--- src/rtl/writeback_stage_pkg.sv ---
// Shared core definitions for the writeback stage:
// datapath width, load funct3 encodings, ABI register indices.
package writeback_stage_pkg;

  localparam int XLEN_C = 64;

  typedef enum logic [2:0] {
    LB  = 3'b000,
    LH  = 3'b001,
    LW  = 3'b010,
    LD  = 3'b011,
    LBU = 3'b100,
    LHU = 3'b101,
    LWU = 3'b110
  } ld_funct3_e;

  localparam logic [4:0] A0 = 5'd10;
  localparam logic [4:0] A1 = 5'd11;
  localparam logic [4:0] A2 = 5'd12;
  localparam logic [4:0] A3 = 5'd13;
  localparam logic [4:0] A4 = 5'd14;
  localparam logic [4:0] A5 = 5'd15;
  localparam logic [4:0] A6 = 5'd16;
  localparam logic [4:0] A7 = 5'd17;

  function automatic logic rd_writes(input logic [4:0] rd);
    return rd != 5'd0;
  endfunction

endpackage

--- src/rtl/writeback_stage_load_align.sv ---
// Load data extractor: picks the naturally aligned byte/half/word
// out of the raw doubleword and sign- or zero-extends it.
module load_align
  import writeback_stage_pkg::*;
(
  input  logic [XLEN_C-1:0] i_data,
  input  logic [2:0]        i_offset,
  input  logic [2:0]        i_funct3,
  output logic [XLEN_C-1:0] o_data
);

  logic [XLEN_C-1:0] w_sh_b;
  logic [XLEN_C-1:0] w_sh_h;
  logic [XLEN_C-1:0] w_sh_w;

  // offset low bits are dropped to force natural alignment
  assign w_sh_b = i_data >> {i_offset, 3'b000};
  assign w_sh_h = i_data >> {i_offset[2:1], 4'b0000};
  assign w_sh_w = i_data >> {i_offset[2], 5'b00000};

  always_comb begin
    o_data = '0;
    unique case (i_funct3)
      LB:  o_data = {{56{w_sh_b[7]}}, w_sh_b[7:0]};
      LH:  o_data = {{48{w_sh_h[15]}}, w_sh_h[15:0]};
      LW:  o_data = {{32{w_sh_w[31]}}, w_sh_w[31:0]};
      LD:  o_data = i_data;
      LBU: o_data = {56'd0, w_sh_b[7:0]};
      LHU: o_data = {48'd0, w_sh_h[15:0]};
      LWU: o_data = {32'd0, w_sh_w[31:0]};
      default: o_data = '0;
    endcase
  end

endmodule

--- src/rtl/writeback_stage.sv ---
// Final pipeline stage: arbitrates load vs execute results,
// drives the register-file write port and the instret counter.
module writeback_stage
  import writeback_stage_pkg::*;
#(
  parameter int XLEN = XLEN_C
) (
  input  logic            clk,
  input  logic            reset,
  input  logic            ex_valid,
  output logic            ex_ready,
  input  logic [4:0]      ex_rd,
  input  logic [XLEN-1:0] ex_data,
  input  logic            ld_valid,
  input  logic [4:0]      ld_rd,
  input  logic [XLEN-1:0] ld_data,
  input  logic [2:0]      ld_offset,
  input  logic [2:0]      ld_funct3,
  output logic            wb_en,
  output logic [4:0]      wb_addr,
  output logic [XLEN-1:0] wb_data,
  output logic            retired,
  output logic [63:0]     instret
);

  logic            w_ex_acc;
  logic            w_beat;
  logic [4:0]      w_rd;
  logic [XLEN-1:0] w_ld_fmt;
  logic [XLEN-1:0] w_data;

  logic            r_wb_en;
  logic [4:0]      r_wb_addr;
  logic [XLEN-1:0] r_wb_data;
  logic            r_retired;
  logic [63:0]     r_instret;

  load_align u_align (
    .i_data   (ld_data),
    .i_offset (ld_offset),
    .i_funct3 (ld_funct3),
    .o_data   (w_ld_fmt)
  );

  // loads cannot be back-pressured, so they always win
  assign ex_ready = !ld_valid && !reset;
  assign w_ex_acc = ex_valid && ex_ready;
  assign w_beat   = ld_valid || w_ex_acc;
  assign w_rd     = ld_valid ? ld_rd : ex_rd;
  assign w_data   = ld_valid ? w_ld_fmt : ex_data;

  always_ff @(posedge clk) begin
    if (reset) begin
      r_wb_en   <= 1'b0;
      r_wb_addr <= '0;
      r_wb_data <= '0;
      r_retired <= 1'b0;
      r_instret <= '0;
    end else begin
      r_wb_en   <= w_beat && rd_writes(w_rd);
      r_retired <= w_beat;
      if (w_beat) begin
        r_wb_addr <= w_rd;
        r_wb_data <= w_data;
        r_instret <= r_instret + 64'd1;
      end
    end
  end

  assign wb_en   = r_wb_en;
  assign wb_addr = r_wb_addr;
  assign wb_data = r_wb_data;
  assign retired = r_retired;
  assign instret = r_instret;

endmodule

--- config.mk ---
export PLATFORM = sky130hd
export DESIGN_NAME = writeback_stage
export DESIGN_NICKNAME = d
export VERILOG_FILES = /design/src/rtl/writeback_stage_pkg.sv /design/src/rtl/writeback_stage_load_align.sv /design/src/rtl/writeback_stage.sv
export SDC_FILE = /design/constraint.sdc
export NUM_CORES = 1
export LEC_CHECK = 0
export ABC_CLOCK_PERIOD_IN_PS = 2270
export CORE_AREA = 3 3 143 145
export CTS_BUF_LIST = sky130_fd_sc_hd__clkbuf_2 sky130_fd_sc_hd__clkbuf_4 sky130_fd_sc_hd__clkbuf_8
export CTS_CLUSTER_SIZE = 8
export DETAILED_ROUTE_END_ITERATION = 6
export DIE_AREA = 0 0 146 148
export HOLD_SLACK_MARGIN = 0.15
export PLACE_DENSITY_LB_ADDON = 0.3
export SLEW_MARGIN = 0
export SYNTH_ARGS = -nofsm -noshare
export SYNTH_HDL_FRONTEND = slang
export SYNTH_SLANG_ARGS = --single-unit
--- constraint.sdc ---
create_clock -name clk -period 2.27 [get_ports clk]
set_input_delay 0.681 -clock clk [delete_from_list [all_inputs] [get_ports clk]]
set_output_delay 0.681 -clock clk [all_outputs]
set_load 0.05 [all_outputs]
==> summary.txt, run 1 <==
Floorplanning
  – Die Ht: 148 um
  – Row count: 51
  – Overall die width: 146 um
  – Die Footprint: approximately 0.022 mm2
  – Total core area: 0.0193 mm2
  – Effective utilization at floorplan: 0.427
  – I/O pin cnt: 284

Hold path
  – Classification of the worst-slack hold path: register to register
  – Number of stages on the worst hold path: 2
  – Terminating pin of the worst hold path: instret[63]
  – Hold_sp: instret[63]

Logic synthesis
  – Number of flops mapped to enable cells by yosys: 0
  – Main flop type after synthesis: sky130_fd_sc_hd__dfxtp_1
  – Number of register bits inferred by synthesis: 135
  – Cells after synthesis: approximately 1000
  – Mean area per synthesized cell: 7.90 um2
  – Share of the yosys chip area belonging to registers: 0.327
  – Fraction of registers with async set or reset after synthesis: 0
  – Cell Area, Synth: 0.00826 mm2
  – Synthesized Nets: 1195
  – Yosys warns: 0
  – Count of cell types in the netlist: between 60 and 70

Cells and area
  – Layout area overhead: 53.2%
  – Fraction of layout cells with a size suffix above 1: 0.200
  – Number of fill cells in the layout: 1661
  – Final nets: between 1500 and 2000

Clocking
  – CTS root buf: sky130_fd_sc_hd__clkbuf_8
  – Clock latency reported for the late side of the worst-skew pair: 0.46 ns
  – Clock sinks: roughly 140
  – CTS tree: yes
  – Maximum buffer depth of the clock tree: 2
  – CTS clk-pin slew, worst paths: 0.09 ns
  – Number of buffers created by CTS: 17
  – Number of H-tree levels: 4

STA
  – Endpoints failing hold: 0
  – Max frequency: ~450 MHz
  – Final setup viols: 0
  – Fin crit share: 0.985
  – Final worst path period need: 2.24 ns
  – Total Neg Setup Slack: 0 ns
  – Max Clock Skew: about 0.015 ns
  – Final Max Tran Viols: 0
  – Worst setup margin: 0.0350 ns
  – Transition at the pin with the smallest max-transition slack: 0.907 ns
  – Headroom to the max-slew limit: 0.396

Critical path
  – Category of the critical setup timing path: input pin to register
  – Critical-path cell list: clkdlybuf4s50_1, and2b_2, o2111a_2, nand4_4, buf_6, or4b_4, a21oi_2
  – Peak per-stage delay on the critical path: 0.49 ns
  – Category of cells accounting for the largest share of critical-path delay: simple AND/OR/NAND/NOR gates
  – R2R Setup Slk: 0.17 ns
  – Crit path DAT: 2.63 ns
  – Cell type of the slowest stage on the worst timing path: sky130_fd_sc_hd__clkdlybuf4s50_1
  – CP bufs+invs: 2
  – Endpoint class of the critical path: register
  – FF-to-FF End: instret[62]
  – Worst R2R Path Depth: 6
  – Critical R2R Launch: instret[4]
  – Source of the critical timing path: ex_valid
  – Worst endpoint required time: about 2.7 ns
  – Category of the worst setup path launch point: input pin
  – Highest fanout seen on the critical path: 7

GRT
  – Via count of the first global-routing pass: 9290
  – Global router's overall resource usage: 0.299
  – First-pass GRT wire length: slightly above 50000 um
  – Largest net degree at the start of global routing: 80
  – Antenna violations before repair: 12
  – Overflow after GRT: 0

Power and ir drop
  – Pwr per Cell Area: 509 mW/mm2
  – Maximum ir drop on the vdd rail: 0.376 mV
  – Lkg Pwr: 5.34 nW

Place
  – Routability congestion estimate: roughly 0.96
  – Count of buffers from port buffering: 283
  – HPWL after detailed placement: 25700 um
  – Worst setup slack after placement: -0.701 ns

Routing
  – Average wire length per cell after detail routing: 20.3 um
  – Vias: about 10000
  – Number of search-and-repair iterations in the first detailed-routing pass: 6
  – Number of nets with antenna violations after detailed routing: 0
  – Detail-routed via count per cell: 5.96
  – 1st-iter DRT viols: roughly 1100
  – Final routed wirelength across all metal layers: 34300 um
  – Drt drc: 0

Run
  – Number of max-capacitance violations reported: 0

Outcome
  – Outcome: finished, final reports clean
==> per-stage QoR <==
step	util	power, mW	area, um2	instances	hold WS, ns
finish	0.654	6.45	12700	1691	0.483
global placement	0.630	4.46	12200	1647	0.466
floorplan	-	3.58	8280	1046	0.702
CTS	0.645	6.42	12500	1679	0.483
global route	0.654	6.67	12700	1691	0.527
detailed placement	0.630	4.48	12200	1647	0.473
==> cell families after synthesis <==
family / count (synthesis) / share of synthesized area
fa+ha+maj: 1 / 0.00151
xor+xnor: 26 / 0.0276
simple gates: 378 / 0.227
buf+inv: 108 / 0.0538
compound gates: 357 / 0.288
mux: 41 / 0.0750
flops: 135 / 0.327
==> Yosys cell counts (12+ instances only) <==
cell / number / area [um2]
sky130_fd_sc_hd__dfxtp_1: 135 / 2700
sky130_fd_sc_hd__a21o_1: 25 / 188
sky130_fd_sc_hd__clkbuf_1: 61 / 229
sky130_fd_sc_hd__nand3_1: 23 / 115
sky130_fd_sc_hd__nand4_1: 19 / 119
sky130_fd_sc_hd__or4_1: 19 / 143
sky130_fd_sc_hd__xnor2_1: 12 / 105
sky130_fd_sc_hd__o21a_1: 34 / 255
sky130_fd_sc_hd__xor2_1: 14 / 123
sky130_fd_sc_hd__o21ai_0: 59 / 295
sky130_fd_sc_hd__a21oi_1: 113 / 566
sky130_fd_sc_hd__nand2_1: 77 / 289
sky130_fd_sc_hd__o31ai_1: 20 / 150
sky130_fd_sc_hd__or3_1: 14 / 87.6
sky130_fd_sc_hd__mux4_2: 15 / 338
sky130_fd_sc_hd__a2111oi_0: 17 / 149
sky130_fd_sc_hd__nor2b_1: 18 / 113
sky130_fd_sc_hd__mux2i_1: 21 / 210
sky130_fd_sc_hd__buf_2: 16 / 80.1
sky130_fd_sc_hd__inv_1: 15 / 56.3
sky130_fd_sc_hd__a221oi_1: 30 / 263
sky130_fd_sc_hd__nor2_1: 146 / 548
==> what timing repair did <==
| item | in CTS | in global routing |
|---|---|---|
| gates cloned | 0 | 2 |
| setup buffers | 0 | 1 |
| hold endpoints to repair | 0 | 0 |
| hold buffers | 0 | 0 |
| setup endpoints to repair | 149 | 66 |
| resized for setup | 95 | 45 |
| pin swaps | 1 | 6 |
==> cells in the final DEF, fill, tap and decap left out, types with 7 or more instances in the layout <==
cell type                         netlist  layout
sky130_fd_sc_hd__a221oi_1              30      29
sky130_fd_sc_hd__dlygate4sd2_1          0      88
sky130_fd_sc_hd__and3_1                11      10
sky130_fd_sc_hd__o21ai_0               59      59
sky130_fd_sc_hd__nand3_1               23      23
sky130_fd_sc_hd__inv_1                 15      14
sky130_fd_sc_hd__a21o_1                25      24
sky130_fd_sc_hd__a222oi_1              11      11
sky130_fd_sc_hd__clkbuf_8               0      18
sky130_fd_sc_hd__buf_12                 0      12
sky130_fd_sc_hd__xnor2_1               12      12
sky130_fd_sc_hd__a21oi_1              113     108
sky130_fd_sc_hd__clkdlybuf4s50_1        0     134
sky130_fd_sc_hd__or4_1                 19      18
sky130_fd_sc_hd__nand4_1               19      19
sky130_fd_sc_hd__o21a_1                34      33
sky130_fd_sc_hd__o311a_1                8       8
sky130_fd_sc_hd__mux4_2                15      16
sky130_fd_sc_hd__mux2i_1               21      21
sky130_fd_sc_hd__and4_1                10      10
sky130_fd_sc_hd__or3_1                 14      14
sky130_fd_sc_hd__nor2b_1               18      17
sky130_fd_sc_hd__xor2_1                14      14
sky130_fd_sc_hd__a2111oi_0             17       8
sky130_fd_sc_hd__o31ai_1               20      19
sky130_fd_sc_hd__nand2_1               77      76
sky130_fd_sc_hd__diode_2                0       9
sky130_fd_sc_hd__o22ai_1                7       7
sky130_fd_sc_hd__nor3_1                 9       8
sky130_fd_sc_hd__buf_4                  3     180
sky130_fd_sc_hd__nor2_1               146     145
sky130_fd_sc_hd__dlymetal6s2s_1         0      11
sky130_fd_sc_hd__o21bai_1              11      11
sky130_fd_sc_hd__nor4_1                 8       8
sky130_fd_sc_hd__dfxtp_1              135     135
==> power by group <==
group	internal [mW]	switching (mW)	total, mW
sequential	2.47	0.0689	2.54
clock	0.835	1.15	1.99
combinational	0.826	1.09	1.92
total	4.13	2.31	6.45
==> tightest hold or removal path: stages, from the launching register on <==
cell and delay [ns]:
sky130_fd_sc_hd__dfxtp_1 0.33, sky130_fd_sc_hd__o31ai_1 0.06, sky130_fd_sc_hd__a21oi_1 0.05
==> area by class of cell <==
class	count	area, um2	area share
timing repair buffer	431	3910	0.309
inverter	16	60.1	0.00475
antenna	9	22.5	0.00178
clock buffer	18	248	0.0196
sequential	135	2700	0.214
multi-input combinational	803	5250	0.415
tap	265	332	0.0262
clock inverter	14	130	0.0103
==> worst max-delay path by stage <==
stage / to / slack, ns / cells after the start
CTS: instret[52] / -0.02 / 6
global route: instret[34] / -0.005 / 8
detailed placement: wb_data[29] / -0.70 / 7
floorplan: ex_ready / -0.006 / 5
global placement: wb_data[29] / -0.64 / 7
finish: instret[62] / 0.03 / 7
==> state kept, by name, summed over array words and instances (netlist names) <==
signal,count
wb_addr,5
wb_en,1
retired,1
wb_data,64
instret,64
==> per-layer routing <==
layer | up-vias | global-route usage | wire length (um)
li1 | 4643 | - | -
met2 | 573 | 0.450 | 15400
met1 | 4772 | 0.409 | 14100
met5 | - | 0 | 37
met3 | 85 | 0.0757 | 3650
met4 | 6 | 0.127 | 1110
No activity file was read; power rests on OpenSTA's default activity.
==> run 2, diff against run 1 <==
--- a/config.mk
+++ b/config.mk
@@ -6,11 +6,11 @@
 export NUM_CORES = 1
 export LEC_CHECK = 0
 export ABC_CLOCK_PERIOD_IN_PS = 2270
-export CORE_AREA = 3 3 143 145
+export CORE_AREA = 2 2 142 144
 export CTS_BUF_LIST = sky130_fd_sc_hd__clkbuf_2 sky130_fd_sc_hd__clkbuf_4 sky130_fd_sc_hd__clkbuf_8
 export CTS_CLUSTER_SIZE = 8
 export DETAILED_ROUTE_END_ITERATION = 6
-export DIE_AREA = 0 0 146 148
+export DIE_AREA = 0 0 144 146
 export HOLD_SLACK_MARGIN = 0.15
 export PLACE_DENSITY_LB_ADDON = 0.3
 export SLEW_MARGIN = 0
==> run 2 against run 1 <==
Net effect:
- die area shrank 2.7%
- cell area shrank 0.46%
- routed wire length is 0.99% higher
- maximum frequency is 0.61% lower
- the flow now finishes with violations (design-rule violations)
- final cell count is 0.95% lower
- largest cell class unchanged
- utilization down 0.30 points
- non-clock buffer count down 13
- critical path depth grew 1
- combinational power about the same
- power is 5.6% higher
- clock skew down 0.0023 ns
- setup slack got worse by 0.014 ns
==> summary.txt, run 2 (same netlist as run 1, synthesis figures left out) <==
Outcome
  – Outcome: finished with violations
  – Failing checks: design-rule violations

Cells and area
  – Final nets: 1540 (-0.84%)
  – Fraction of layout cells with a size suffix above 1: 0.194 (-0.00598)
  – Most frequent cells in the layout: sky130_fd_sc_hd__buf_4 (170), sky130_fd_sc_hd__nor2_1 (144), sky130_fd_sc_hd__dfxtp_1 (135)
  – Most common cell after layout, fill and taps aside: sky130_fd_sc_hd__buf_4
  – Layout area overhead: 52.5%
  – Layout Cell Area excl Fill: 0.0126 mm2 (-0.46%)

Critical path
  – Worst endpoint required time: 2.63 ns (-0.03 ns)
  – Cell type of the slowest stage on the worst timing path: sky130_fd_sc_hd__clkdlybuf4s50_1
  – Category of the worst setup path launch point: input pin
  – Most repeated library cell on the critical path: sky130_fd_sc_hd__buf_4
  – Highest fanout seen on the critical path: 6 (-1)
  – Category of the critical setup timing path: input pin to register
  – Endpoint class of the critical path: register
  – Critical-path cell list: clkdlybuf4s50_1, buf_4, nor2b_1, and2_2, buf_4, a222oi_1, and3_1, a2111oi_2
  – Crit path DAT: 2.61 ns (-0.02 ns)
  – Peak per-stage delay on the critical path: 0.49 ns (about the same)

Clocking
  – Clock sinks: 135 (unchanged)
  – Setup Fix Bufs, Post-CTS: 0 (unchanged)
  – Clock latency reported for the late side of the worst-skew pair: 0.46 ns (about the same)
  – Post-CTS Hold Fix Bufs: 0 (unchanged)
  – Number of buffers created by CTS: 17 (unchanged)
  – Number of H-tree levels: 4 (unchanged)
  – CTS clk-pin slew, worst paths: 0.10 ns (about the same)
  – Maximum buffer depth of the clock tree: 2 (unchanged)
  – CTS tree: yes
  – CTS root buf: sky130_fd_sc_hd__clkbuf_8

STA
  – Endpoints failing hold: 0 (unchanged)
  – Final worst path period need: 2.25 ns (+0.0137 ns)
  – Final setup viols: 0 (unchanged)
  – Max frequency: 445 MHz (-0.61%)
  – Final Hold Slack: 0.484 ns (+0.000449 ns)
  – Max Clock Skew: 0.0128 ns (-0.00226 ns)
  – Total Neg Setup Slack: 0 ns (unchanged)
  – Headroom to the max-slew limit: 0.334 (-0.0617)
  – Fin crit share: 0.991 (+0.00605)
  – Transition at the pin with the smallest max-transition slack: 0.999 ns (+0.0925 ns)
  – Final Max Tran Viols: 0 (unchanged)

Floorplanning
  – Die Footprint: 0.0210 mm2 (-2.7%)
  – Effective utilization at floorplan: 0.427 (unchanged)
  – Overall die width: 144 um (-1.4%)
  – Total core area: 0.0193 mm2 (unchanged)
  – I/O pin cnt: 284 (unchanged)
  – Row count: 51 (unchanged)
  – Die Ht: 146 um (-1.4%)

Power and ir drop
  – Pwr per Cell Area: 540 mW/mm2 (+6.1%)
  – Pint: 4.51 mW (+9.1%)
  – Maximum ir drop on the vdd rail: 0.382 mV (+1.4%)
  – Sequential power share: 0.373 (-0.021)
  – Lkg Pwr: 5.23 nW (-2.0%)
  – Sw Ratio: 0.337 (-0.0213)
  – Switching power: 2.30 mW (-0.69%)
  – Clock share of power: 0.346 (+0.038)
  – Logic gate share of total power: 0.281 (-0.017)

GRT
  – Overflow after GRT: 0 (unchanged)
  – Via count of the first global-routing pass: 9398 (+1.2%)
  – Antenna violations before repair: 7 (-5)
  – Global router's overall resource usage: 0.317 (+0.0179)
  – First-pass GRT wire length: 52100 um (+0.74%)
  – Largest net degree at the start of global routing: 90 (+13%)

Routing
  – Detail-routed via count per cell: 6.06 (+1.7%)
  – Final routed wirelength across all metal layers: 34600 um (+0.99%)
  – 1st-iter DRT viols: 1210 (+9.9%)
  – Number of nets with antenna violations after detailed routing: 0 (unchanged)
  – Average wire length per cell after detail routing: 20.7 um (+2.0%)
  – Number of search-and-repair iterations in the first detailed-routing pass: 7 (+1)
  – Drt drc: 4 (+4)
  – Vias: 10200 (+0.77%)

Place
  – Instance area at placement: 0.0121 mm2 (-0.68%)
  – HPWL after detailed placement: 25400 um (-1.2%)
  – Count of buffers from port buffering: 283 (unchanged)
  – Routability congestion estimate: 0.946 (-1.3%)

Hold path
  – Classification of the worst-slack hold path: register to register

Run
  – Number of max-capacitance violations reported: 0 (unchanged)
[run 2: worst max-delay path, delay by kind of cell]
kind,cells,cell delay (ns)
buffers and inverters,3,0.86
and+or+nand+nor,3,0.70
AOI/OAI and AO/OA,2,0.38
[run 2: what timing repair did]
item                                   CTS  global route
gates cloned                             1             0
gates resized for setup                104            30
setup endpoints to repair              152            48
pin swaps                                1             2
endpoints found under the hold margin    0             0
[run 2: path summary, 6_finish.rpt]
kind,cells after the start,slack [ns],start,endpoint
min reg2reg,2,0.48,instret[63],instret[63]
max reg2reg,6,0.16,instret[16],instret[41]
min,2,0.48,instret[63],instret[63]
max,8,0.02,ld_funct3[0],wb_data[15]
[run 2: area by class of cell]
| class | count | area, um2 |
|---|---|---|
| Antenna cell | 6 | 15.0 |
| Clock buffer | 17 | 234 |
| Clock inverter | 15 | 214 |
| Fill cell | 1671 | 6740 |
| Inverter | 16 | 60.1 |
| Multi-Input combinational cell | 803 | 5250 |
| Sequential cell | 135 | 2700 |
| Tap cell | 265 | 332 |
| Timing Repair Buffer | 418 | 3790 |
[run 2: per-stage QoR]
stage | utilization | cells | total power, mW | setup slack (ns)
after detailed placement | 0.626 | 1636 | 4.47 | -0.695
after global placement | 0.626 | 1636 | 4.45 | -0.622
after CTS | 0.646 | 1669 | 6.75 | 0.00399
after floorplan | - | 1046 | 3.58 | -0.00600
final | 0.651 | 1675 | 6.81 | 0.0212
after global routing | 0.651 | 1675 | 7.02 | -0.0623
[run 2: power groups by stage]
| stage | Combinational [mW] | Sequential [mW] | Clock (mW) |
|---|---|---|---|
| 3_5_place_dp | 1.88 | 2.59 | 0 |
| 6_report | 1.91 | 2.54 | 2.35 |
| 4_1_cts | 1.86 | 2.54 | 2.36 |
| 2_1_floorplan | 0.639 | 2.95 | 0 |
| 5_1_grt | 2.00 | 2.55 | 2.47 |
| 3_3_place_gp | 1.85 | 2.59 | 0 |
[run 2: layer usage]
layer / wire (um) / vias to the layer above / share of wire / global-route usage
met5: 11 / - / 0.00032 / 0
met4: 1630 / 2 / 0.047 / 0.150
met3: 3760 / 144 / 0.11 / 0.0895
met2: 15100 / 624 / 0.44 / 0.464
met1: 14100 / 4767 / 0.41 / 0.429
li1: - / 4620 / - / -
==> run 3, diff against run 2 <==
--- a/config.mk
+++ b/config.mk
@@ -13,7 +13,7 @@
 export DIE_AREA = 0 0 144 146
 export HOLD_SLACK_MARGIN = 0.15
 export PLACE_DENSITY_LB_ADDON = 0.3
-export SLEW_MARGIN = 0
+export SLEW_MARGIN = 25
 export SYNTH_ARGS = -nofsm -noshare
 export SYNTH_HDL_FRONTEND = slang
 export SYNTH_SLANG_ARGS = --single-unit
==> results of run 3 <==
No change in the layout: final DEF, timing and power equal those of run 2.
